File: src/rtl/shift_pkg.sv
// Shared types for the serial shift path: deserializer FSM states and bit-order codes.
package shift_pkg;

    typedef enum logic [1:0] {
        S_IDLE,
        S_SHIFT,
        S_PARITY,
        S_DONE
    } deser_state_e;

    localparam logic DIR_MSB_FIRST = 1'b0;
    localparam logic DIR_LSB_FIRST = 1'b1;

endpackage

File: src/rtl/deser_out_reg.sv
// Valid/ready output holding register for assembled words.
// Optional SHIFT_PARITY_EN adds a parity_err flag that travels with the word.
module deser_out_reg #(
    parameter int N = 16
) (
    input  logic         clk,
    input  logic         reset,
    input  logic         load,
    input  logic [N-1:0] din,
`ifdef SHIFT_PARITY_EN
    input  logic         perr_in,
    output logic         parity_err,
`endif
    input  logic         out_ready,
    output logic [N-1:0] out_data,
    output logic         out_valid
);

    // Load takes priority over drain so a simultaneous drain+load keeps out_valid high.
    always_ff @(posedge clk or negedge reset) begin
        if (!reset) begin
            out_data  <= '0;
            out_valid <= 1'b0;
`ifdef SHIFT_PARITY_EN
            parity_err <= 1'b0;
`endif
        end else if (load) begin
            out_data  <= din;
            out_valid <= 1'b1;
`ifdef SHIFT_PARITY_EN
            parity_err <= perr_in;
`endif
        end else if (out_ready) begin
            out_valid <= 1'b0;
`ifdef SHIFT_PARITY_EN
            parity_err <= 1'b0;
`endif
        end
    end

endmodule

File: src/rtl/shift_deserializer.sv
// Serial-to-parallel receiver: collects N bits (MSB- or LSB-first) into a word and
// presents it on a valid/ready port. Optional macro SHIFT_PARITY_EN adds one
// even-parity bit per word and the parity_err output.
module shift_deserializer
    import shift_pkg::*;
#(
    parameter int N = 16
) (
    input  logic         clk,
    input  logic         reset,
    input  logic         ser_in,
    input  logic         ser_valid,
    output logic         ser_ready,
    input  logic         dir,
    output logic [N-1:0] out_data,
    output logic         out_valid,
    input  logic         out_ready,
`ifdef SHIFT_PARITY_EN
    output logic         parity_err,
`endif
    output logic [15:0]  word_cnt
);

    localparam int CNT_W = $clog2(N + 1);

    deser_state_e     state, state_n;
    logic [N-1:0]     sreg, shifted;
    logic [CNT_W-1:0] cnt;
    logic             dir_q, eff_dir;
    logic             free, take, start, load;
`ifdef SHIFT_PARITY_EN
    logic             par_q;
`endif

    // Handshake decode, bit-order select and next-state logic.
    // A bit offered while DONE can drain is taken as the first bit of the next word.
    always_comb begin
        free      = !out_valid || out_ready;
        ser_ready = !((state == S_DONE) && !free);
        take      = ser_valid && ser_ready;
        start     = take && ((state == S_IDLE) || (state == S_DONE));
        eff_dir   = start ? dir : dir_q;
        shifted   = (eff_dir == DIR_MSB_FIRST) ? {sreg[N-2:0], ser_in}
                                               : {ser_in, sreg[N-1:1]};
        load      = (state == S_DONE) && free;
        state_n   = state;
        case (state)
            S_IDLE:   if (take) state_n = S_SHIFT;
            S_SHIFT:  if (take && (cnt == CNT_W'(N - 1))) begin
`ifdef SHIFT_PARITY_EN
                          state_n = S_PARITY;
`else
                          state_n = S_DONE;
`endif
                      end
            S_PARITY: if (take) state_n = S_DONE;
            S_DONE:   if (free) state_n = take ? S_SHIFT : S_IDLE;
            default:  state_n = S_IDLE;
        endcase
    end

    // State register.
    always_ff @(posedge clk or negedge reset) begin
        if (!reset) state <= S_IDLE;
        else        state <= state_n;
    end

    // Shift register, bit counter and word-order latch; dir is frozen at the first bit.
    always_ff @(posedge clk or negedge reset) begin
        if (!reset) begin
            sreg  <= '0;
            cnt   <= '0;
            dir_q <= DIR_MSB_FIRST;
`ifdef SHIFT_PARITY_EN
            par_q <= 1'b0;
`endif
        end else if (take) begin
            if (state == S_PARITY) begin
`ifdef SHIFT_PARITY_EN
                par_q <= ser_in;
`endif
            end else begin
                sreg <= shifted;
                cnt  <= start ? CNT_W'(1) : cnt + CNT_W'(1);
                if (start) dir_q <= dir;
            end
        end
    end

    // Delivered-word counter, wraps naturally at 16 bits.
    always_ff @(posedge clk or negedge reset) begin
        if (!reset)                       word_cnt <= '0;
        else if (out_valid && out_ready)  word_cnt <= word_cnt + 16'd1;
    end

    deser_out_reg #(.N(N)) u_out (
        .clk       (clk),
        .reset     (reset),
        .load      (load),
        .din       (sreg),
`ifdef SHIFT_PARITY_EN
        .perr_in   (^{sreg, par_q}),
        .parity_err(parity_err),
`endif
        .out_ready (out_ready),
        .out_data  (out_data),
        .out_valid (out_valid)
    );

endmodule

File: config.mk
export PLATFORM = sky130hd
export DESIGN_NAME = shift_deserializer
export DESIGN_NICKNAME = d
export VERILOG_FILES = /design/src/rtl/shift_pkg.sv /design/src/rtl/deser_out_reg.sv /design/src/rtl/shift_deserializer.sv
export SDC_FILE = /design/constraint.sdc
export NUM_CORES = 1
export LEC_CHECK = 0
export BUFFER_PORTS_ARGS = -buffer_cell sky130_fd_sc_hd__buf_2
export CORE_MARGIN = 2
export CORE_UTILIZATION = 40
export DETAILED_ROUTE_END_ITERATION = 16
export GPL_TIMING_DRIVEN = 0
export PLACE_DENSITY_LB_ADDON = 0.25
export SLEW_MARGIN = 40
export SYNTH_ARGS = -nofsm -noshare
export SYNTH_HDL_FRONTEND = slang
export SYNTH_SLANG_ARGS = --single-unit
File: constraint.sdc
create_clock -name clk -period 2.2 [get_ports clk]
set_clock_uncertainty 0.05 [all_clocks]
set_input_delay 0.22 -clock clk [delete_from_list [all_inputs] [get_ports clk]]
set_output_delay 0.22 -clock clk [all_outputs]
set_load 0.005 [all_outputs]
==> results_dict.tcl, run 1 <==
set metrics [dict create \
    crit_chain "inv_1, ha_1, buf_2, mux2i_4, buf_6, mux2i_1, o21ai_1" \
    syn_nets 234 \
    rows 29 \
    avgViaCountPerCell 5.08 \
    max_slew_margin 0.522 \
    ff_latch_area_um2 1430 \
    drc 0 \
    vias 1792 \
    powerDensity_nw_per_um2 1310 \
    power.total_w 0.00409 \
    grt_max_degree 58 \
    hold_path_class "input pin to flop" \
    port_buffers 39 \
    fmax_mhz 494 \
    dp_hpwl_um 3230 \
    worstSetupStartpointType "flop" \
    routabilityCongestion 0.768 \
    placed_cells 336 \
    cts_root_buffer "clkbuf_8" \
    die_h_um 85.2 \
    die_w_um 85.2 \
    synth.avg_cell_area_um2 12.0 \
    cts_buffers 9 \
    final_layout_size_suffix_gt1_frac 0.308 \
    setup.worst_path.class "flop to flop" \
    ys_types 38 \
    gr-total-overflow 0 \
    cts_hold_buf 1 \
    grt_pass1_vias 1782 \
    cts_tree "built" \
    cts_resized 0 \
    fp.dieArea_um2 7260 \
    grt_pass1_wl_um 8220 \
    cts_max_path_buffers 2 \
    layoutNonFillerInstCount 353 \
    cpPeakStageDelay_ns 0.41 \
    syn2layout_area_growth_pct 18.1 \
    rsz0062_at_grt "false" \
    clk_pin_slew_worst_paths_ns 0.06 \
    finalHoldViolCount 0 \
    core_area_um2 6350 \
    worst_pin_slew_ns 0.717 \
    maxCapViolCount 0 \
    crit_path_top_delay_cell "dfrtp_1" \
    wl_per_cell_um 13.2 \
    ir_worst_vdd_uv 490 \
    routed_wirelength_um 4660 \
    drtAntennaViolNets 0 \
    finalNetCount 285 \
    ios 40 \
    drt_first_pass_iters 4 \
    ys_warn_count 0 \
    grt.total_usage 0.144 \
    finalCritPeriodShare 0.920 \
    setup_viol 0 \
    cts_setup_buffers 0 \
    post_synth_instance_area_um2 2640 \
    num_antenna_cells 0 \
    fillers 588 \
    slew_viol_final 0 \
    min_period_ns 2.02 \
    yosysSeqAreaShare 0.541 \
    drt_iter0_drc 58 \
    power_leakage_nw 1.58 \
    fin_tns_setup_ns 0 \
    antenna_found_initial 0 \
    start_util 0.416 \
    worstPathRequired_ns 2.35 \
    multi_input_area_um2 1140 \
    ys_ff_latch 57 \
    syn_inst 220 \
    critPathArrivalTime_ns 2.17 \
    clock_latency_ns 0.32 \
    final_util 0.491 \
    cts_sinks 57 \
    critPathCaptureType "flop" \
    crit_fanout 10 \
    status "completed" \
    h-tree-depth 3 \
]
-- metal layers --
metal	wire (µm)	GRT usage	vias to the layer above	share of wire
li1	-	-	876	-
met1	2340	0.190	884	0.50
met2	2090	0.222	25	0.45
met3	144	0.0418	7	0.031
met4	82	0.0606	0	0.018
met5	0	0	-	0
-- worst max-delay path, delay by kind of cell (launching register included) --
family	cells	cell delay (ns)
AOI/OAI and AO/OA	1	0.07
DFF	1	0.41
adders and majority gates	1	0.28
muxes	2	0.59
buffers and inverters	3	0.51
-- stage by stage --
step / cell area [µm²] / hold slack, ns / setup WS (ns)
2_1_floorplan: 2640 / -0.126 / 0.378
3_3_place_gp: 2930 / 0.406 / 0.228
3_5_place_dp: 2930 / 0.276 / 0.177
4_1_cts: 3120 / 0.178 / 0.156
5_1_grt: 3120 / 0.198 / 0.0221
6_report: 3120 / 0.198 / 0.176
-- state kept, by name, summed over array words and instances, names as in the netlist --
register         cells
word_cnt            16
u_out.out_valid      1
u_out.out_data      16
cnt                  5
sreg                16
dir_q                1
state                2
-- cells by family (layout without fill, tap and decap cells) --
kind of cell	after synthesis	after routing	share of synthesized area
flops	57	57	0.541
fa+ha+maj	8	8	0.0379
simple gates	62	62	0.133
compound gates	28	28	0.0626
buf+inv	14	70	0.0261
mux	36	36	0.150
xor+xnor	15	15	0.0498
-- worst paths after layout --
| path | from | endpoint | slack, ns | cells after the start |
|---|---|---|---|---|
| worst min register to register | word_cnt[15] | word_cnt[15] | 0.43 | 1 |
| max in group asynchronous | reset | sreg[15] | 1.17 | 2 |
| worst max-delay path | state[0] | sreg[11] | 0.18 | 7 |
| worst min-delay path | dir | dir_q | 0.20 | 3 |
| worst max register to register | state[0] | sreg[11] | 0.18 | 7 |
| min in group asynchronous | reset | state[0] | 0.42 | 2 |
-- layout by cell type (no fill, tap or decap), types with 2 or more instances in the layout --
master and n:
xnor2_1 12, nand3b_4 2, nand2_1 28, mux2i_1 16, ha_1 8, and3_1 2
dfrtp_1 57, o21ai_1 10, mux2_2 19, buf_2 42, xor2_1 3, clkbuf_1 4
nand4_1 4, nor2_1 3, buf_4 2, nor3_2 2, a21o_1 3, nand3_1 8
clkinv_2 3, o21ai_0 8, clkbuf_8 11, nor3_1 2, nand3b_1 2, inv_1 6
nand2b_1 3
-- cell type report --
cell class,instances,area share
repair buffers,40,0.0666
clock buffers,13,0.0510
well taps,77,0.0309
flip-flops and latches,57,0.458
multi-input cells,149,0.367
clock inverters,3,0.00482
inverters,6,0.00723
plain buffers,8,0.0149
-- cells in the mapped netlist --
master | n | area [µm²]
a211oi_1 | 1 | 7.51
a21o_1 | 3 | 22.5
a21oi_1 | 1 | 5.00
a221oi_1 | 1 | 8.76
a311oi_1 | 1 | 8.76
a31oi_1 | 1 | 6.26
and3_1 | 2 | 12.5
and3b_1 | 1 | 8.76
and4_1 | 1 | 8.76
buf_2 | 4 | 20.0
buf_4 | 1 | 7.51
buf_6 | 1 | 11.3
clkbuf_1 | 2 | 7.51
dfrtp_1 | 57 | 1430
ha_1 | 8 | 100
inv_1 | 6 | 22.5
mux2_2 | 19 | 214
mux2i_1 | 16 | 160
mux2i_4 | 1 | 22.5
nand2_1 | 28 | 105
nand2_2 | 1 | 6.26
nand2b_1 | 3 | 18.8
nand3_1 | 8 | 40.0
nand3_2 | 1 | 10.0
nand3b_1 | 2 | 15.0
nand3b_4 | 2 | 40.0
nand4_1 | 4 | 25.0
nand4b_1 | 1 | 8.76
nor2_1 | 3 | 11.3
nor3_1 | 2 | 10.0
nor3_2 | 2 | 20.0
o21ai_0 | 8 | 40.0
o21ai_1 | 10 | 50.1
o221ai_1 | 1 | 8.76
o31ai_1 | 1 | 7.51
or4b_1 | 1 | 10.0
xnor2_1 | 12 | 105
xor2_1 | 3 | 26.3
-- where the power goes --
| group | internal [W] | leakage, nW | switching [W] | total [W] |
|---|---|---|---|---|
| clock | 0.000465 | 0.0932 | 0.000388 | 0.000852 |
| sequential | 0.00139 | 0.752 | 0.000317 | 0.00171 |
| combinational | 0.000783 | 0.740 | 0.000747 | 0.00153 |
No activity file was read; power rests on OpenSTA's default activity.
==> run 2, diff against run 1 <==
- CORE_MARGIN: 2 -> 8
- SKIP_CTS_REPAIR_TIMING: not set -> 1
- clock period: 2.2 -> 2.45 ns (I/O delays scaled with it)
==> run 2 against run 1 <==
  * Utilization did not move
  * Total power fell by 10%
  * Largest cell class unchanged
  * Sequential share of layout area did not move
  * First-iteration DRC count fell by 16%
  * Via count fell by 0.78%
  * Worst hold slack improved by 0.022 ns
  * Global-route usage fell by 3.5 points
  * Non-clock buffer count did not move
  * Worst setup slack improved by 0.25 ns
  * Register-to-register slack improved by 0.25 ns
  * Combinational power fell by 9.8%
  * Clock power fell by 9.7%
==> results_dict.tcl, run 2 (synthesis gave the netlist of run 1 again) <==
set metrics [dict create \
    hold_path_class "input pin to flop" \
    fmax_mhz 495 \
    die_h_um 97.2 \
    max_slew_margin 0.525 \
    fillers 621 \
    setup_viol 0 \
    h-tree-depth 3 \
    critPathCaptureType "flop" \
    worstPathRequired_ns 2.59 \
    mostFrequentLayoutCell "dfrtp_1" \
    syn2layout_area_growth_pct 18.1 \
    dp_hpwl_um 3410 \
    cts_tree "built" \
    final_layout_size_suffix_gt1_frac 0.308 \
    wl_per_cell_um 14.0 \
    clock_latency_ns 0.33 \
    fin_tns_setup_ns 0 \
    routed_wirelength_um 4930 \
    slew_viol_final 0 \
    status "completed" \
    finalNetCount 285 \
    worst_pin_slew_ns 0.712 \
    ios 40 \
    grt_pass1_wl_um 8450 \
    use_met3 0.0292 \
    grt_max_degree 58 \
    finalInstanceArea_um2 3120 \
    min_period_ns 2.02 \
    place_area_um2 2930 \
    drc 0 \
    setup.worst_path.class "flop to flop" \
    start_util 0.416 \
    rows 29 \
    finalCritPeriodShare 0.825 \
    worstSetupStartpointType "flop" \
    grt.total_usage 0.108 \
    power.total_w 0.00368 \
    placed_cells 336 \
    drt_first_pass_iters 4 \
    core_area_um2 6350 \
    num_antenna_cells 0 \
    avgViaCountPerCell 5.04 \
    vias 1778 \
    crit_fanout 10 \
    antenna_found_initial 0 \
    routabilityCongestion 0.737 \
    layoutNonFillerInstCount 353 \
    drtAntennaViolNets 0 \
    gr-total-overflow 0 \
    cts_root_buffer "clkbuf_8" \
    met2_usage 0.164 \
    drt_iter0_drc 49 \
    ir_worst_vdd_uv 510 \
    cts_buffers 9 \
    use_met1 0.132 \
    grt_pass1_vias 1768 \
    fp.dieArea_um2 9450 \
    rsz0062_at_grt "false" \
    final_cell_mix "dfrtp_1, buf_2, nand2_1" \
    die_w_um 97.2 \
    cts_sinks 57 \
    clk_pin_slew_worst_paths_ns 0.06 \
    maxCapViolCount 0 \
    port_buffers 39 \
    globalRoute.busiestLayer "met2" \
    power_leakage_nw 1.58 \
    powerDensity_nw_per_um2 1180 \
    reg.largest.list "sreg x16, u_out.out_data x16, word_cnt x16" \
    critPathArrivalTime_ns 2.16 \
    finalHoldViolCount 0 \
    cts_max_path_buffers 2 \
]
run 2: path summary, 6_finish.rpt:
path | slack [ns] | end | cells after the start | startpoint
max | 0.43 | sreg[10] | 7 | state[0]
min | 0.22 | dir_q | 3 | dir
max reg2reg | 0.43 | sreg[10] | 7 | state[0]
min reg2reg | 0.42 | word_cnt[15] | 1 | word_cnt[15]
max in group asynchronous | 1.41 | sreg[13] | 2 | reset
min in group asynchronous | 0.46 | word_cnt[1] | 2 | reset
run 2: worst max-delay path, stage by stage (launching register included):
cell and delay, ns:
dfrtp_1 0.39, inv_1 0.09, ha_1 0.27, buf_2 0.19
mux2i_4 0.37, buf_6 0.22, mux2i_1 0.22, o21ai_1 0.08
run 2: power by group:
part           internal, W  switching (W)  total, W
Combinational     0.000704       0.000677   0.00138
Sequential         0.00125       0.000283   0.00153
Clock             0.000417       0.000351  0.000769
Total              0.00237        0.00131   0.00368
run 2: layout make-up:
class	count	area [µm²]	area share
timing repair buffer	40	208	0.0666
inverter	6	22.5	0.00723
sequential	57	1430	0.458
clock buffer	13	159	0.0510
clock inverter	3	15.0	0.00482
multi-input combinational	149	1140	0.367
tap	77	96.3	0.0309
buffer	8	46.3	0.0149
run 2: per-stage QoR:
stage	hold WS, ns	worst slack [ns]	utilization
after floorplan	-0.101	0.628	-
after global placement	0.406	0.476	0.461
after detailed placement	0.305	0.424	0.462
after CTS	-0.0575	0.419	0.489
after global routing	0.230	0.314	0.491
final	0.220	0.429	0.491
run 2: routing by layer:
metal  wire length [µm]  vias to the layer above
met5                  0                        -
met4                119                        0
met3                194                        9
met2               2300                       27
met1               2320                      874
li1                   -                      868
==> run 3, diff against run 2 <==
- clock period: 2.45 -> 1.84 ns (I/O delays scaled with it)
==> run 3 against run 2 <==
  * Fmax increased by 10%
  * Utilization increased by 1.6 points
  * Sequential power is 34% higher
  * Register-to-register slack got worse by 0.43 ns
  * Design area rose by 3.2%
  * Flip-flop and latch count stayed put
  * Die area stayed put
  * Clock power increased by 33%
  * Sequential share of layout area down 1.4 points
  * Worst setup slack lost 0.43 ns
  * Critical path type unchanged
  * Largest power group is now combinational cells
==> results_dict.tcl, run 3 (synthesis gave the netlist of run 1 again) <==
set metrics [dict create \
    grt.total_usage 0.108 \
    finalNetCount 291 \
    routabilityCongestion 0.737 \
    ir_worst_vdd_uv 692 \
    critPathCaptureType "flop" \
    start_util 0.416 \
    cts_max_path_buffers 2 \
    avgViaCountPerCell 5.00 \
    routed_wirelength_um 5010 \
    h-tree-depth 3 \
    crit_fanout 5 \
    worstPathRequired_ns 1.99 \
    dp_hpwl_um 3410 \
    final_layout_size_suffix_gt1_frac 0.340 \
    rsz0062_at_grt "true" \
    drtAntennaViolNets 0 \
    gr-total-overflow 0 \
    clkPwrFrac 0.195 \
    die_w_um 97.2 \
    clock_latency_ns 0.33 \
    cts_buffers 9 \
    worstSetupStartpointType "flop" \
    grt_pass1_wl_um 8450 \
    drc 0 \
    slew_viol_final 0 \
    num_antenna_cells 0 \
    final_cell_mix "dfrtp_1, buf_2, nand2_1" \
    rows 29 \
    max_slew_margin 0.525 \
    worst_pin_slew_ns 0.712 \
    die_h_um 97.2 \
    switching_share 0.349 \
    finalCritPeriodShare 0.998 \
    placed_cells 336 \
    grt_max_degree 58 \
    hold_path_class "input pin to flop" \
    clk_pin_slew_worst_paths_ns 0.06 \
    ios 40 \
    power_frac_seq 0.391 \
    internal_power_w 0.00342 \
    drt_iter0_drc 50 \
    maxCapViolCount 0 \
    syn2layout_area_growth_pct 21.9 \
    switchingPower_w 0.00183 \
    critPathArrivalTime_ns 1.98 \
    vias 1795 \
    grt_pass1_vias 1768 \
    min_period_ns 1.84 \
    setup.worst_path.class "flop to flop" \
    cts_sinks 57 \
    setup_viol 0 \
    antenna_found_initial 0 \
    wl_per_cell_um 13.9 \
    combinationalPowerShare 0.415 \
    cts_root_buffer "clkbuf_8" \
    power.total_w 0.00526 \
    mostFrequentLayoutCell "dfrtp_1" \
    fmax_mhz 544 \
    cts_tree "built" \
    core_area_um2 6350 \
    finalHoldViolCount 0 \
    port_buffers 39 \
    drt_first_pass_iters 4 \
    powerDensity_nw_per_um2 1630 \
    layoutNonFillerInstCount 359 \
    reg.largest.list "sreg x16, u_out.out_data x16, word_cnt x16" \
    status "completed" \
    power_leakage_nw 1.62 \
    fp.dieArea_um2 9450 \
]
-- run 3: cell count changes in the layout (fill, tap and decap cells not counted), sizes merged --
cell    delta
buf        +5
clkbuf     +1
-- run 3: per-layer routing --
layer,share of wire,wire (µm),GRT usage
met4,0.023,117,0.0734
met1,0.47,2340,0.132
met3,0.038,192,0.0292
met2,0.47,2360,0.164
met5,0,0,0
-- run 3: cell type report --
class	instances	area (µm²)
Inverter	6	22.5
Buffer	8	56.3
Clock buffer	13	159
Clock inverter	3	15.0
Timing Repair Buffer	46	274
Multi-Input combinational cell	149	1170
Tap cell	77	96.3
Fill cell	606	3130
Sequential cell	57	1430
-- run 3: worst paths after layout --
path	cells past startpoint	from	end	slack, ns
min	3	dir	dir_q	0.16
min in group asynchronous	2	reset	word_cnt[1]	0.40
max in group asynchronous	2	reset	sreg[13]	0.86
min reg2reg	1	word_cnt[15]	word_cnt[15]	0.42
max reg2reg	7	state[0]	sreg[7]	0.003
max	7	state[0]	sreg[7]	0.003
-- run 3: power groups by stage --
stage / Clock, W / Sequential (W) / Combinational, W
3_5_place_dp: 0 / 0.00207 / 0.00188
2_1_floorplan: 0 / 0.00200 / 0.00137
5_1_grt: 0.00110 / 0.00212 / 0.00243
3_3_place_gp: 0 / 0.00206 / 0.00183
4_1_cts: 0.00105 / 0.00205 / 0.00189
6_report: 0.00102 / 0.00205 / 0.00218
-- run 3: worst max-delay path, cell delays in order (launching register included) --
cell	delay, ns
dfrtp_1	0.41
inv_2	0.08
ha_4	0.26
buf_6	0.10
mux2i_4	0.34
clkbuf_16	0.21
mux2i_1	0.18
o21ai_1	0.07
-- run 3: per-stage QoR --
step           cell area, µm²   util  setup TNS, ns  setup WS, ns  hold slack, ns
2_1_floorplan            2640      -              0        0.0181          -0.162
3_3_place_gp             2930  0.461          -1.24        -0.134           0.406
3_5_place_dp             2930  0.462          -1.58        -0.186           0.244
4_1_cts                  3110  0.489          -1.65        -0.191          -0.118
5_1_grt                  3220  0.506         -0.657       -0.0667           0.169
6_report                 3220  0.506              0       0.00316           0.157
